<file path="src/rtl/weight_load_ctrl.sv">
// weight_load_ctrl: runs load/output/free rounds of the weight buffer for a job of filter groups.
// Optional PE-stall counter is built when WEIGHT_LOAD_CTRL_PERF_EN is defined.
module weight_load_ctrl #(
  parameter int unsigned ADDR_W   = 32,
  parameter int unsigned CNT_W    = 8,
  parameter int unsigned OUT_HOLD = 13
) (
  input  logic              clk,
  input  logic              rst_n,
  input  logic              start_i,
  input  logic [1:0]        mode_in_i,
  input  logic [ADDR_W-1:0] base_addr_i,
  input  logic [CNT_W-1:0]  num_groups_i,
  input  logic              abort_i,
  output logic              mem_rd_req_o,
  output logic [ADDR_W-1:0] mem_rd_addr_o,
  input  logic              mem_rd_gnt_i,
  input  logic              wb_mem_req_i,
  input  logic              wb_ready_i,
  input  logic              pe_ready_i,
  output logic [1:0]        wb_mode_o,
  output logic              wb_output_filter_o,
  output logic              wb_free_o,
  output logic              busy_o,
  output logic              done_o,
  output logic [CNT_W-1:0]  groups_left_o,
  output logic [15:0]       stall_cycles_o
);

  localparam int unsigned MODE_W  = 2;
  localparam int unsigned BEAT_W  = 7;
  localparam int unsigned HOLD_W  = $clog2(OUT_HOLD + 1);
  localparam int unsigned STALL_W = 16;

  localparam logic [MODE_W-1:0] MODE1 = 2'd0;
  localparam logic [MODE_W-1:0] MODE3 = 2'd2;
  localparam logic [MODE_W-1:0] MODE4 = 2'd3;

  typedef enum logic [2:0] {
    S_IDLE, S_LOAD, S_WAIT_FULL, S_WAIT_PE, S_OUTPUT, S_FREE, S_DONE
  } state_t;

  state_t              state_q, state_d;
  logic [MODE_W-1:0]   mode_q, mode_d;
  logic [ADDR_W-1:0]   addr_q, addr_d;
  logic [CNT_W-1:0]    groups_q, groups_d;
  logic [BEAT_W-1:0]   issued_q, issued_d;
  logic [HOLD_W-1:0]   hold_q, hold_d;
  logic                busy_q, busy_d;
  logic                done_q, done_d;
  logic                of_q, of_d;
  logic                free_q, free_d;
  logic [BEAT_W-1:0]   beats_c;
  logic                req_c;

  // Beats per filter group for the latched mode
  always_comb begin
    unique case (mode_q)
      MODE3:   beats_c = BEAT_W'(20);
      MODE4:   beats_c = BEAT_W'(12);
      default: beats_c = BEAT_W'(88);
    endcase
  end

  assign req_c = (state_q == S_LOAD) && wb_mem_req_i && (issued_q < beats_c);

  always_ff @(posedge clk) begin
    if (!rst_n) begin
      state_q  <= S_IDLE;
      mode_q   <= MODE1;
      addr_q   <= '0;
      groups_q <= '0;
      issued_q <= '0;
      hold_q   <= '0;
      busy_q   <= 1'b0;
      done_q   <= 1'b0;
      of_q     <= 1'b0;
      free_q   <= 1'b0;
    end else begin
      state_q  <= state_d;
      mode_q   <= mode_d;
      addr_q   <= addr_d;
      groups_q <= groups_d;
      issued_q <= issued_d;
      hold_q   <= hold_d;
      busy_q   <= busy_d;
      done_q   <= done_d;
      of_q     <= of_d;
      free_q   <= free_d;
    end
  end

  always_comb begin
    state_d  = state_q;
    mode_d   = mode_q;
    addr_d   = addr_q;
    groups_d = groups_q;
    issued_d = issued_q;
    hold_d   = hold_q;
    busy_d   = busy_q;
    done_d   = 1'b0;

    // A grant is always counted, even in the cycle an abort arrives
    if (req_c && mem_rd_gnt_i) begin
      issued_d = issued_q + BEAT_W'(1);
      addr_d   = addr_q + ADDR_W'(8);
    end

    unique case (state_q)
      S_IDLE: begin
        if (start_i) begin
          mode_d   = mode_in_i;
          addr_d   = base_addr_i & ~ADDR_W'(7);
          groups_d = num_groups_i;
          issued_d = '0;
          busy_d   = 1'b1;
          state_d  = (num_groups_i == '0) ? S_DONE : S_LOAD;
        end
      end
      S_LOAD: begin
        if (issued_d == beats_c) state_d = S_WAIT_FULL;
      end
      S_WAIT_FULL: begin
        if (wb_ready_i) state_d = S_WAIT_PE;
      end
      S_WAIT_PE: begin
        hold_d = '0;
        if (pe_ready_i) state_d = S_OUTPUT;
      end
      S_OUTPUT: begin
        hold_d = hold_q + HOLD_W'(1);
        if (hold_q == HOLD_W'(OUT_HOLD - 1)) state_d = S_FREE;
      end
      S_FREE: begin
        issued_d = '0;
        if (groups_q <= CNT_W'(1)) begin
          groups_d = '0;
          state_d  = S_DONE;
        end else begin
          groups_d = groups_q - CNT_W'(1);
          state_d  = S_LOAD;
        end
      end
      S_DONE: begin
        done_d  = 1'b1;
        busy_d  = 1'b0;
        state_d = S_IDLE;
      end
      default: state_d = S_IDLE;
    endcase

    // Abort drains through a single free cycle; a job already in DONE just finishes
    if (abort_i) begin
      unique case (state_q)
        S_LOAD, S_WAIT_FULL, S_WAIT_PE, S_OUTPUT: begin
          groups_d = '0;
          state_d  = S_FREE;
        end
        S_FREE: begin
          groups_d = '0;
          state_d  = S_DONE;
        end
        default: ;
      endcase
    end

    of_d   = (state_d == S_OUTPUT);
    free_d = (state_d == S_FREE);
  end

  assign mem_rd_req_o       = req_c;
  assign mem_rd_addr_o      = addr_q;
  assign wb_mode_o          = mode_q;
  assign wb_output_filter_o = of_q;
  assign wb_free_o          = free_q;
  assign busy_o             = busy_q;
  assign done_o             = done_q;
  assign groups_left_o      = groups_q;

`ifdef WEIGHT_LOAD_CTRL_PERF_EN
  logic [STALL_W-1:0] stall_q, stall_d;

  // Saturating count of cycles spent waiting on the PE array
  always_comb begin
    stall_d = stall_q;
    if ((state_q == S_IDLE) && start_i) begin
      stall_d = '0;
    end else if ((state_q == S_WAIT_PE) && !pe_ready_i && (stall_q != {STALL_W{1'b1}})) begin
      stall_d = stall_q + STALL_W'(1);
    end
  end

  always_ff @(posedge clk) begin
    if (!rst_n) stall_q <= '0;
    else        stall_q <= stall_d;
  end

  assign stall_cycles_o = stall_q;
`else
  assign stall_cycles_o = '0;
`endif

endmodule

</file>
<file path="config.mk">
export PLATFORM = sky130hd
export DESIGN_NAME = weight_load_ctrl
export DESIGN_NICKNAME = d
export VERILOG_FILES = /design/src/rtl/weight_load_ctrl.sv
export SDC_FILE = /design/constraint.sdc
export NUM_CORES = 1
export LEC_CHECK = 0
export BUFFER_PORTS_ARGS = -buffer_cell sky130_fd_sc_hd__buf_2
export CAP_MARGIN = 20
export CORE_MARGIN = 2
export CORE_UTILIZATION = 45
export DETAILED_ROUTE_END_ITERATION = 7
export PLACE_DENSITY = 0.75
export SYNTH_ARGS = -nofsm -noshare
export SYNTH_HDL_FRONTEND = slang
export SYNTH_SLANG_ARGS = --single-unit
export TNS_END_PERCENT = 5
</file>
<file path="constraint.sdc">
create_clock -name clk -period 3.2 [get_ports clk]
set_clock_uncertainty 0.1 [all_clocks]
set_input_delay 0.64 -clock clk [delete_from_list [all_inputs] [get_ports clk]]
set_output_delay 0.64 -clock clk [all_outputs]
set_load 0.01 [all_outputs]
</file>
==> results of run 1 <==
tightest hold or removal path: cells and delay by family, from the launching register on:
kind	cells	cell delay (ns)
flops	1	0.34
compound gates	1	0.06
simple gates	1	0.06
power by group through the flow:
stage               Clock (mW)  Combinational, mW  Sequential (mW)
floorplan                    0              0.390            0.941
detailed placement           0              0.602            0.929
finish                   0.699              0.603            0.916
global route             0.742              0.673            0.931
global placement             0              0.589            0.925
CTS                      0.718              0.605            0.914
flip-flops by register name, indices dropped and copies added (netlist names):
name and cells:
mem_rd_addr_o 29, groups_left_o 8, issued_q 7, hold_q 4
state_q 3, wb_mode_o 2, busy_o 1, done_o 1
wb_free_o 1, wb_output_filter_o 1
final timing paths:
kind,from,end,slack (ns)
worst min register to register,issued_q[1]$_SDFF_PN0_,issued_q[1]$_SDFF_PN0_,0.42
worst max-delay path,wb_mode_o[1]$_SDFFE_PN0P_,mem_rd_req_o,0.15
worst min-delay path,issued_q[1]$_SDFF_PN0_,issued_q[1]$_SDFF_PN0_,0.42
worst max register to register,wb_mode_o[1]$_SDFFE_PN0P_,mem_rd_addr_o[30]$_SDFF_PN0_,0.43
cell usage in the layout, fill, tap and decap left out, types with 6 or more instances in the layout:
master                     instances
sky130_fd_sc_hd__nand3_1          18
sky130_fd_sc_hd__nor3_1           11
sky130_fd_sc_hd__buf_2            90
sky130_fd_sc_hd__nor2_1           38
sky130_fd_sc_hd__inv_1             9
sky130_fd_sc_hd__xnor2_1          12
sky130_fd_sc_hd__buf_4            10
sky130_fd_sc_hd__dfxtp_1          56
sky130_fd_sc_hd__nand2_1          41
sky130_fd_sc_hd__a21oi_1          39
sky130_fd_sc_hd__clkbuf_8         11
sky130_fd_sc_hd__conb_1           19
sky130_fd_sc_hd__o21ai_0          29
sky130_fd_sc_hd__nand4_1           9
sky130_fd_sc_hd__ha_1              9
sky130_fd_sc_hd__and2_1            6
sky130_fd_sc_hd__xor2_1           21
sky130_fd_sc_hd__nand3b_1          6
sky130_fd_sc_hd__a211oi_1          8
sky130_fd_sc_hd__and3_1            7
logic make-up (layout without fill, tap and decap cells):
kind of cell             after synthesis  in the layout  synth area share (%)
multiplexers                           3              3                 0.901
buffers and inverters                 50            126                  7.57
AND/OR/NAND/NOR                      172            172                  27.0
flip-flops                            57             57                  32.9
XOR/XNOR                              35             35                  9.70
AO/OA/AOI/OAI                        107            107                  18.6
other                                  1             19                 0.108
adder cells (fa/ha/maj)                9              9                  3.24
routing by layer:
| metal | track usage, % | part of all wire, % | up-vias |
|---|---|---|---|
| li1 | - | - | 1700 |
| met3 | 4.19 | 4.5 | 20 |
| met1 | 24.2 | 44 | 1592 |
| met5 | 0 | 0 | - |
| met2 | 34.0 | 49 | 89 |
| met4 | 10.2 | 2.3 | 0 |
repair_timing:
item | CTS | global route
hold buffers | 0 | 0
endpoints found under the setup margin | 0 | 1
resized for setup | 0 | 1
synth_stat cells, types with 2 or more instances:
cell	count	area (um2)
sky130_fd_sc_hd__a221oi_1	4	35.0
sky130_fd_sc_hd__xor2_1	21	184
sky130_fd_sc_hd__nand2_1	41	154
sky130_fd_sc_hd__and3_1	7	43.8
sky130_fd_sc_hd__dfxtp_1	57	1140
sky130_fd_sc_hd__ha_1	9	113
sky130_fd_sc_hd__nand2b_1	3	18.8
sky130_fd_sc_hd__or4_1	5	37.5
sky130_fd_sc_hd__mux2i_1	2	20.0
sky130_fd_sc_hd__xor3_1	2	47.6
sky130_fd_sc_hd__buf_4	19	143
sky130_fd_sc_hd__and4b_1	2	20.0
sky130_fd_sc_hd__and2_1	6	37.5
sky130_fd_sc_hd__o22a_1	2	17.5
sky130_fd_sc_hd__a32oi_1	2	17.5
sky130_fd_sc_hd__nand3_1	18	90.1
sky130_fd_sc_hd__nand3b_1	6	45.0
sky130_fd_sc_hd__nor2_1	38	143
sky130_fd_sc_hd__nor3_1	11	55.1
sky130_fd_sc_hd__inv_1	9	33.8
sky130_fd_sc_hd__or2_2	2	12.5
sky130_fd_sc_hd__and4_1	5	43.8
sky130_fd_sc_hd__or3_1	4	25.0
sky130_fd_sc_hd__a22oi_1	2	15.0
sky130_fd_sc_hd__buf_2	3	15.0
sky130_fd_sc_hd__xnor2_1	12	105
sky130_fd_sc_hd__o21ai_0	29	145
sky130_fd_sc_hd__a21oi_1	39	195
sky130_fd_sc_hd__clkbuf_1	18	67.6
sky130_fd_sc_hd__nor4_1	2	12.5
sky130_fd_sc_hd__a211o_1	2	17.5
sky130_fd_sc_hd__a211oi_1	8	60.1
sky130_fd_sc_hd__o21a_1	2	15.0
sky130_fd_sc_hd__o21ai_1	5	25.0
sky130_fd_sc_hd__nand4_1	9	56.3
sky130_fd_sc_hd__a31oi_1	4	25.0
per-stage QoR:
step                instance area [um2]  worst slack [ns]  utilization (%)  std cells
finish                             4180             0.150             55.0        630
global route                       4180            0.0335             55.0        630
CTS                                4180            0.0225             54.9        630
detailed placement                 3970             0.343             52.2        614
global placement                   3970             0.433             52.2        614
floorplan                          3540             0.475                -        452
final cells by class:
type,instances,area share (%)
clock buffers,12,3.71
multi-input cells,345,51.2
well taps,102,3.05
repair buffers,100,12.6
flip-flops and latches,57,27.3
inverters,10,0.898
clock inverters,4,1.23
==> results.txt, run 1 <==
Setup repair after global routing left no endpoint under its margin. The register bit count reported by yosys came out at 57. A synthesized cell averages roughly 8 um2. The number of warnings issued by yosys is 0. The core outline area came out at 7610 um2. The signal on the critical path passes through and2_1 -> ha_1 -> a211o_1 -> a32o_1 -> nor4_1 -> buf_2. The DRC violation count after routing came out at 0. The setup fix buffers added after clock tree synthesis came out at 0. The starting density of the core is between 40% and 50%.

The clock-pin slew on the worst setup and hold paths is about 0.070 ns. For the pin with the worst max-slew slack, the measured transition is roughly 0.61 ns. The run finished with clean final reports.

The ratio of routed vias to standard cells came out at 5.40. The leakage power of the design came out at 1.76 nW. In the synthesized netlist the dominant register cell turns out to be sky130_fd_sc_hd__dfxtp_1. The worst hold path belongs to the class reg -> reg. The number of antenna repair diodes came out at 0. Once detailed placement completed, the half-perimeter wirelength came to roughly 6.4 mm. The CTS tree is yes. The count of port buffers added during placement came out at 90. The number of cells on the worst reg-to-reg path came out at 8. The switching share of total power came out at between 30% and 40%. The count of fill cells added during filler insertion is approximately 740. The cell sitting at the root of the clock tree is a sky130_fd_sc_hd__clkbuf_8. The worst slew margin relative to its limit came out at 58.9%. The detail-routed net length per standard cell came out at 13.6 um. The total buffers and inverters traversed by the critical path came out at 1. The clock drives between 50 and 60 sinks. STA classifies the critical path endpoint as a primary output.

The remaining global-route overflow came out at 0. The cell family contributing the most delay on the critical path is compound AO/OA/AOI/OAI gates. The largest net degree at the start of global routing is 60. The worst hold margin is 0.417 ns.

After synthesis, flip-flops and latches occupy 32.9% of the total area. The length of the first detailed-routing pass in iterations came out at 4. The worst ir drop on vdd came out at around 270 uV. The sequential cells in the finished layout cover a total of approximately 1100 um2. The top fanout value on the critical path is 10. After layout, the worst path uses between 90% and 100% of the clock period. The internal cell power came out at around 1.5 mW. The number of DRC markers in iteration 0 is around 120. The detailed router placed 3,401 vias in this run.

The number of buffers inserted during clock tree synthesis is 9. The total routing usage reported by global routing came out at 20.2%. The x dimension of the die came out at between 90 and 100 um. In this run the core area contains 32 standard-cell rows. The layout cell share with drive strength beyond 1 came out at between 20 and 25%.

The post-synthesis instance total came out at around 430. In this run the number of cells on the critical path is 6. The data arrival time of the critical path is about 2.3 ns. For this design the total switching power over the nets is approximately 0.75 mW. In this run the vertical extent of the chip is between 90 and 100 um. Per report_power, the clock group accounts for between 30% and 40% of the total.

The sequential fraction of design power is about two fifths. The first global-routing pass estimated ~14 mm of wire. The number of nets in the layout is 582. Power spread over the standard cell area amounts to between 500 and 600 nW/um2.

The area used by multi-input combinational logic is between 2000 and 2500 um2. Across the run, the number of max-cap violations was 0. In this run the number of H-tree levels came out at 3.

The kind of critical path is reg -> out. The count of boundary I/O pins came out at roughly 110. The async set or reset register ratio after synthesis came out at 0%. The congestion estimate from routability-driven global placement came to between 0.8 and 0.9. The number of antenna violations at the first check in global routing is 0.

Summed over all layers, the routed wires come to roughly 8.6 mm. The number of global-route vias before repair came out at approximately 3,100. The synthesized cell area came out at roughly 3500 um2. The count of different cell masters after synthesis came out at 60.

The number of buffers between clock root and the deepest sink came out at 2. STA classifies the critical path startpoint as a flip-flop. The relative area change from synthesis to final layout is 20.4%. The later-pin clock latency in the skew report came out at ~0.34 ns.

The number of failing setup endpoints in the final timing report came out at 0. The minimum period implied by the final worst setup slack came out at just over 3 ns. The number of hold violations in the final report is 0. The maximum cell stage delay along the critical path is 0.43 ns. The floorplan step defined a die boundary enclosing between 8000 and 9000 um2. The total chip power is roughly 2.2 mW. The max-slew violation count is 0. The share of power burned in combinational logic is a little over a quarter. Summed over all failing endpoints, the final setup total negative slack is 0 ns. The slowest stage of the critical path belongs to the cell sky130_fd_sc_hd__dfxtp_2. The number of nets with antenna violations after detailed routing is 0. The cell depth of the worst hold path is 2. The number of enable-type register cells in the synthesized netlist came out at 0. The required time at the endpoint of the critical path came out at around 2.5 ns. For this run, the top clock speed supported by timing is around 0.33 GHz.
Power figures use the tool's default switching activity.
==> inputs of run 2 (changes only) <==
- BUFFER_PORTS_ARGS: -buffer_cell sky130_fd_sc_hd__buf_2 -> -buffer_cell sky130_fd_sc_hd__buf_4
- RECOVER_POWER: default -> 25
==> results.txt, run 2 (synthesis results as in run 1) <==
The routed via count is 3,430 (+0.85%). The remaining global-route overflow came to 0 (unchanged). The post-route fraction of the period consumed by the critical path is 95.7% (+0.35 points). The number of buffers inserted during clock tree synthesis is 9 (unchanged). The number of hold violations in the final report is 0 (unchanged). The setup TNS is 0 ns (unchanged). The starting density of the core came out at 45.6% (unchanged). The met2 capacity usage during global routing came out at 34.5% (+0.49 points). The count of boundary I/O pins is 113 (unchanged).

TritonCTS built the clock tree. The worst ir drop on vdd came out at 295 uV (+11%). The routability-driven placement congestion ratio is 0.884 (+2.8%). The number of global-route vias before repair came out at 3,180 (+1.2%). STA classifies the critical path startpoint as a flip-flop. The number of DRC markers in iteration 0 was 137 (+10%). The highest attainable clock frequency came out at 0.327 GHz (-0.36%). The tree is rooted in a sky130_fd_sc_hd__clkbuf_8. The leakage power of the design is 1.70 nW (-3.1%). The post-cts repair resize count is 0 (unchanged).

The max-slew violation count was 0 (unchanged). The critical path goes through and2_1 -> ha_1 -> a211o_1 -> a32o_1 -> nor4_1 -> buf_4. The setup fix buffers added after clock tree synthesis is 0 (unchanged). The length of the first detailed-routing pass in iterations is 4 (unchanged). The DRC violation count after routing came out at 0 (unchanged).

The number of violations of the max-capacitance limit came out at 0 (unchanged). The number of nets in the layout is 580 (-0.34%). The path class of the lowest-slack min-delay path is reg -> reg. The hold-fix buffer count after cts is 0 (unchanged). The number of clock sinks seen by CTS is 57 (unchanged). The chip height came out at 91.8 um (unchanged). The maximum cell stage delay along the critical path is 0.42 ns (about the same).

The core outline area came out at 7610 um2 (unchanged). The number of nets with antenna violations after detailed routing came to 0 (unchanged). The global-route wire length before repair is 14.3 mm (+2.9%).

The met3 layer usage reported by global route came out at 2.88% (-1.3 points). The power density of the placed cells came to 519 nW/um2 (-2.2%). STA classifies the critical path endpoint as a primary output.

The count of port buffers added during placement was 90 (unchanged). The actual transition at the worst max-transition pin is 0.609 ns (-0.00113 ns). In this run the most used layer during global routing was met2. The library cells used most frequently in the layout, excluding fill and tap cells, are 78 x sky130_fd_sc_hd__buf_4, 56 x sky130_fd_sc_hd__dfxtp_1, 41 x sky130_fd_sc_hd__nand2_1.

The total chip power is 2.23 mW (+0.71%). The half-perimeter wire length after placement is 6.34 mm (-0.19%). The layout cell share with drive strength beyond 1 is 20.5% (-4.1 points). The number of antenna violations at the first check in global routing came out at 0 (unchanged).

Setup repair after global routing left no endpoint under its margin. The number of antenna repair diodes was 0 (unchanged). The minimum period implied by the final worst setup slack came out at 3.06 ns (+0.0111 ns). The clock-pin slew on the worst setup and hold paths is 0.07 ns (about the same). The number of flip-flops in the largest register was 29 (unchanged). The placement-stage cell area came out at 4180 um2 (+5.3%). The number of failing setup endpoints in the final timing report is 0 (unchanged). The total length of routed wires came out at 8.76 mm (+2.3%).

The standard-cell row count is 32 (unchanged). The required time at the endpoint of the critical path is 2.46 ns (about the same). The maximum level of the CTS H-tree came out at 3 (unchanged). The detail-routed net length per standard cell is 14.0 um (+2.6%). The later-pin clock latency in the skew report is 0.34 ns (about the same).

The worst-path cell with the longest stage delay is sky130_fd_sc_hd__dfxtp_1. The kind of critical path is reg -> out. The data arrival time of the critical path came out at 2.32 ns (about the same). The fraction of met1 tracks used by global routing is 26.1% (+1.8 points).

The worst slew margin relative to its limit came out at 59.1% (+0.18 points). The ratio of routed vias to standard cells is 5.46 (+1.2%). The die outline area came out at 8430 um2 (unchanged).

The run finished with clean final reports. The top fanout value on the critical path came out at 6 (-4). The relative area change from synthesis to final layout is 24.0%. The total routing usage reported by global routing is 20.7% (+0.57 points).

The library cell used most frequently in the layout, excluding fill and tap cells, is sky130_fd_sc_hd__buf_4. The x dimension of the die is 91.8 um (unchanged). The final design instance area without fill was 4310 um2 (+3.0%). The largest net degree at the start of global routing is 60 (unchanged).

The number of buffers between clock root and the deepest sink is 2 (unchanged).
run 2: area by class of cell:
class,count,area [um2]
fill,725,3300
tap,102,128
sequential,57,1140
inverter,10,37.5
clock buffer,11,141
clock inverter,5,55.1
multi-input combinational,345,2140
timing repair buffer,98,661
run 2: final timing paths:
check                         startpoint                           end  slack, ns  depth (start not counted)
max            wb_mode_o[0]$_SDFFE_PN0P_                  mem_rd_req_o       0.14                          6
min          groups_left_o[2]$_SDFF_PN0_   groups_left_o[2]$_SDFF_PN0_       0.41                          2
max reg2reg    wb_mode_o[0]$_SDFFE_PN0P_  mem_rd_addr_o[30]$_SDFF_PN0_       0.45                          8
min reg2reg  groups_left_o[2]$_SDFF_PN0_   groups_left_o[2]$_SDFF_PN0_       0.41                          2
run 2: metal layers:
layer  wire length [um]  part of all wire, %
met5                  0                    0
met3                488                  5.6
met1               3670                   42
met4                196                  2.2
met2               4410                   50
run 2: through the flow:
step           setup WS [ns]  hold slack, ns  instances  utilization [%]
2_1_floorplan          0.475           0.363        452                -
5_1_grt               0.0440           0.429        628             56.6
3_5_place_dp           0.363           0.387        612             55.0
3_3_place_gp           0.440           0.376        612             55.0
6_report               0.139           0.407        628             56.6
4_1_cts               0.0243           0.405        628             57.6
run 2: report_power, final:
group	switching (mW)	internal (mW)	total, mW
Combinational	0.350	0.284	0.635
Sequential	0.114	0.805	0.918
Clock	0.303	0.378	0.681
Total	0.767	1.47	2.23
run 2: worst max-delay path, delay by kind of cell (launching register included):
kind                       cells  cell delay (ns)
adders and majority gates      1             0.25
and+or+nand+nor                2             0.49
buffers and inverters          1             0.17
DFF                            1             0.42
AOI/OAI and AO/OA              2             0.65
==> inputs of run 3 (changes only) <==
- CORE_UTILIZATION: 45 -> 50
- MAX_ROUTING_LAYER: default -> met4
- PLACE_DENSITY: 0.75 -> 0.82
==> results.txt, run 3 (synthesis results as in run 1) <==
The layout cell share with drive strength beyond 1 is 20.3% (-0.19 points). The routed via count came to 3,408 (-0.64%). The starting density of the core is 51.4% (+5.7 points).

The x dimension of the die is 87.3 um (-4.9%). The chip height is 87.3 um (-4.9%). Clock tree synthesis selected as its root buffer the cell sky130_fd_sc_hd__clkbuf_8. The number of buffers between clock root and the deepest sink was 2 (unchanged). The cell depth of the worst hold path is 2 (unchanged). The number of antenna violations at the first check in global routing came out at 0 (unchanged). In this run the worst hold path is classified as reg -> reg. The number of nets with antenna violations after detailed routing was 0 (unchanged).

The post-route fraction of the period consumed by the critical path is 96.0% (+0.31 points). The setup fix buffers added after clock tree synthesis is 0 (unchanged). The DRC violation count after routing is 0 (unchanged).

The number of nets in the layout is 580 (unchanged). The count of port buffers added during placement is 90 (unchanged). The number of flip-flops in the largest register was 29 (unchanged). The global-route layer with the greatest usage is met2. The number of antenna repair diodes came out at 0 (unchanged). STA classifies the critical path startpoint as a flip-flop.

The number of failing setup endpoints in the final timing report is 0 (unchanged). The later-pin clock latency in the skew report came to 0.34 ns (about the same). The power dissipated by switching net loads is 0.778 mW (+1.4%).

The detail-routed net length per standard cell is 14.4 um (+3.0%). The actual transition at the worst max-transition pin was 1.04 ns (+0.429 ns). The highest attainable clock frequency came out at 0.326 GHz (-0.32%). The count of fill cells added during filler insertion is 611 (-16%). The met2 capacity usage during global routing came out at 37.4% (+2.9 points).

The leakage power of the design was 1.69 nW (-0.63%). The top fanout value on the critical path came out at 10 (+4). The number of clock sinks seen by CTS was 57 (unchanged).

The number of global-route vias before repair is 3,224 (+1.4%). The required time at the endpoint of the critical path is 2.46 ns (about the same). The fraction of met1 tracks used by global routing is 29.7% (+3.6 points). The total chip power came out at 2.25 mW (+0.49%). The relative area change from synthesis to final layout came out at 23.3%. The largest net degree at the start of global routing is 58 (-3.3%).

The routability-driven placement congestion ratio was 0.918 (+3.8%). The number of cells on the worst reg-to-reg path was 9 (+1). The clock-pin slew on the worst setup and hold paths is 0.07 ns (about the same). The die outline area is 7620 um2 (-9.6%). The clock power share came out at 30.9% (+0.4 points). The internal cell power came out at 1.47 mW (unchanged). The setup TNS is 0 ns (unchanged).

TritonCTS built the clock tree. The minimum period implied by the final worst setup slack came out at 3.07 ns (+0.00983 ns). The maximum level of the CTS H-tree came to 3 (unchanged). Setup repair after global routing left no endpoint under its margin.

The total length of routed wires is 8.71 mm (-0.58%). The number of buffers inserted during clock tree synthesis came out at 9 (unchanged). The worst ir drop on vdd came out at 293 uV (-0.75%). The number of hold violations in the final report is 0 (unchanged). The met3 layer usage reported by global route is 3.22% (+0.35 points). The half-perimeter wire length after placement is 6.37 mm (+0.53%). The total routing usage reported by global routing came out at 23.7% (+2.9 points). The run finished with clean final reports. The number of violations of the max-capacitance limit came out at 0 (unchanged). The ratio of routed vias to standard cells came out at 5.62 (+3.0%). The standard-cell row count came out at 30 (-6.3%). The worst slew margin relative to its limit is 30.8% (-28 points). The critical path is of the reg -> out type.

The global-route wire length before repair is 14.2 mm (-0.86%). The worst setup path is captured at a primary output. The length of the first detailed-routing pass in iterations is 4 (unchanged).

The share of power burned in combinational logic is 28.2% (-0.2 points). The top cell types in the final layout, fill and taps aside, are 75 x sky130_fd_sc_hd__buf_4, 56 x sky130_fd_sc_hd__dfxtp_1, 41 x sky130_fd_sc_hd__nand2_1. The sequential fraction of design power came out at 40.9% (-0.2 points). The core outline area is 6760 um2 (-11%). The hold-fix buffer count after cts is 0 (unchanged). The max-slew violation count was 0 (unchanged). The remaining global-route overflow is 0 (unchanged).

The power density of the placed cells came out at 525 nW/um2 (+1.1%). Leaving out fill and tap cells, the most frequent cell in the layout is sky130_fd_sc_hd__buf_4. The switching share of total power came out at 34.7% (+0.32 points).

The count of boundary I/O pins came out at 113 (unchanged). The number of DRC markers in iteration 0 came out at 185 (+35%). The utilization after layout is 63.4% (+6.8 points). The data arrival time of the critical path is 2.33 ns (about the same).
==> run 3: cell count changes in the layout (fill, tap and decap cells not counted), sizes merged <==
cell	delta
clkinv	-1
clkbuf	+2
buf	-3
clkinvlp	+1
inv	+1
==> run 3: path summary, 6_finish.rpt <==
path	startpoint	to	slack [ns]
setup / recovery	wb_mode_o[1]$_SDFFE_PN0P_	mem_rd_req_o	0.13
setup reg to reg	wb_mode_o[1]$_SDFFE_PN0P_	mem_rd_addr_o[30]$_SDFF_PN0_	0.42
hold / removal	issued_q[1]$_SDFF_PN0_	issued_q[1]$_SDFF_PN0_	0.40
hold reg to reg	issued_q[1]$_SDFF_PN0_	issued_q[1]$_SDFF_PN0_	0.40
==> run 3: power groups by stage <==
stage	sequential [mW]	clock, mW	combinational (mW)
after floorplan	0.941	0	0.390
after CTS	0.918	0.707	0.666
after global routing	0.935	0.737	0.705
after global placement	0.927	0	0.647
final	0.919	0.693	0.633
after detailed placement	0.933	0	0.662
==> run 3: final cells by class <==
class                           instances  area [um2]  area share (%)
Sequential cell                        57        1140            26.7
Tap cell                               80         100            2.34
Clock buffer                           10         138            3.22
Timing Repair Buffer                   98         649            15.2
Clock inverter                          6        66.3            1.55
Inverter                               10        37.5           0.877
Multi-Input combinational cell        345        2150            50.2
==> run 3: critical path, stage by stage, from the launching register on <==
cell and delay (ns):
sky130_fd_sc_hd__dfxtp_2 0.43, sky130_fd_sc_hd__inv_1 0.09, sky130_fd_sc_hd__nor2_1 0.22, sky130_fd_sc_hd__ha_1 0.27
sky130_fd_sc_hd__and2_1 0.15, sky130_fd_sc_hd__a32o_1 0.39, sky130_fd_sc_hd__nor4_2 0.27, sky130_fd_sc_hd__buf_4 0.17
==> run 3: layer usage <==
metal	wire length (um)	share of wire, %
met4	85	0.98
met5	0	0
met2	4340	50
met1	3820	44
met3	464	5.3
==> run 3: timing repair <==
item | CTS | global route
pin swaps | 0 | 0
cloned | 0 | 0
gates resized for setup | 1 | 1
endpoints found under the setup margin | 1 | 1
==> run 3: metrics by stage <==
step,hold slack [ns],std cells,setup WS [ns],instance area [um2]
floorplan,0.363,452,0.475,3540
global placement,0.380,590,0.422,4160
detailed placement,0.394,590,0.316,4160
CTS,0.403,606,0.0548,4360
global route,0.434,606,0.0292,4280
finish,0.402,606,0.129,4280
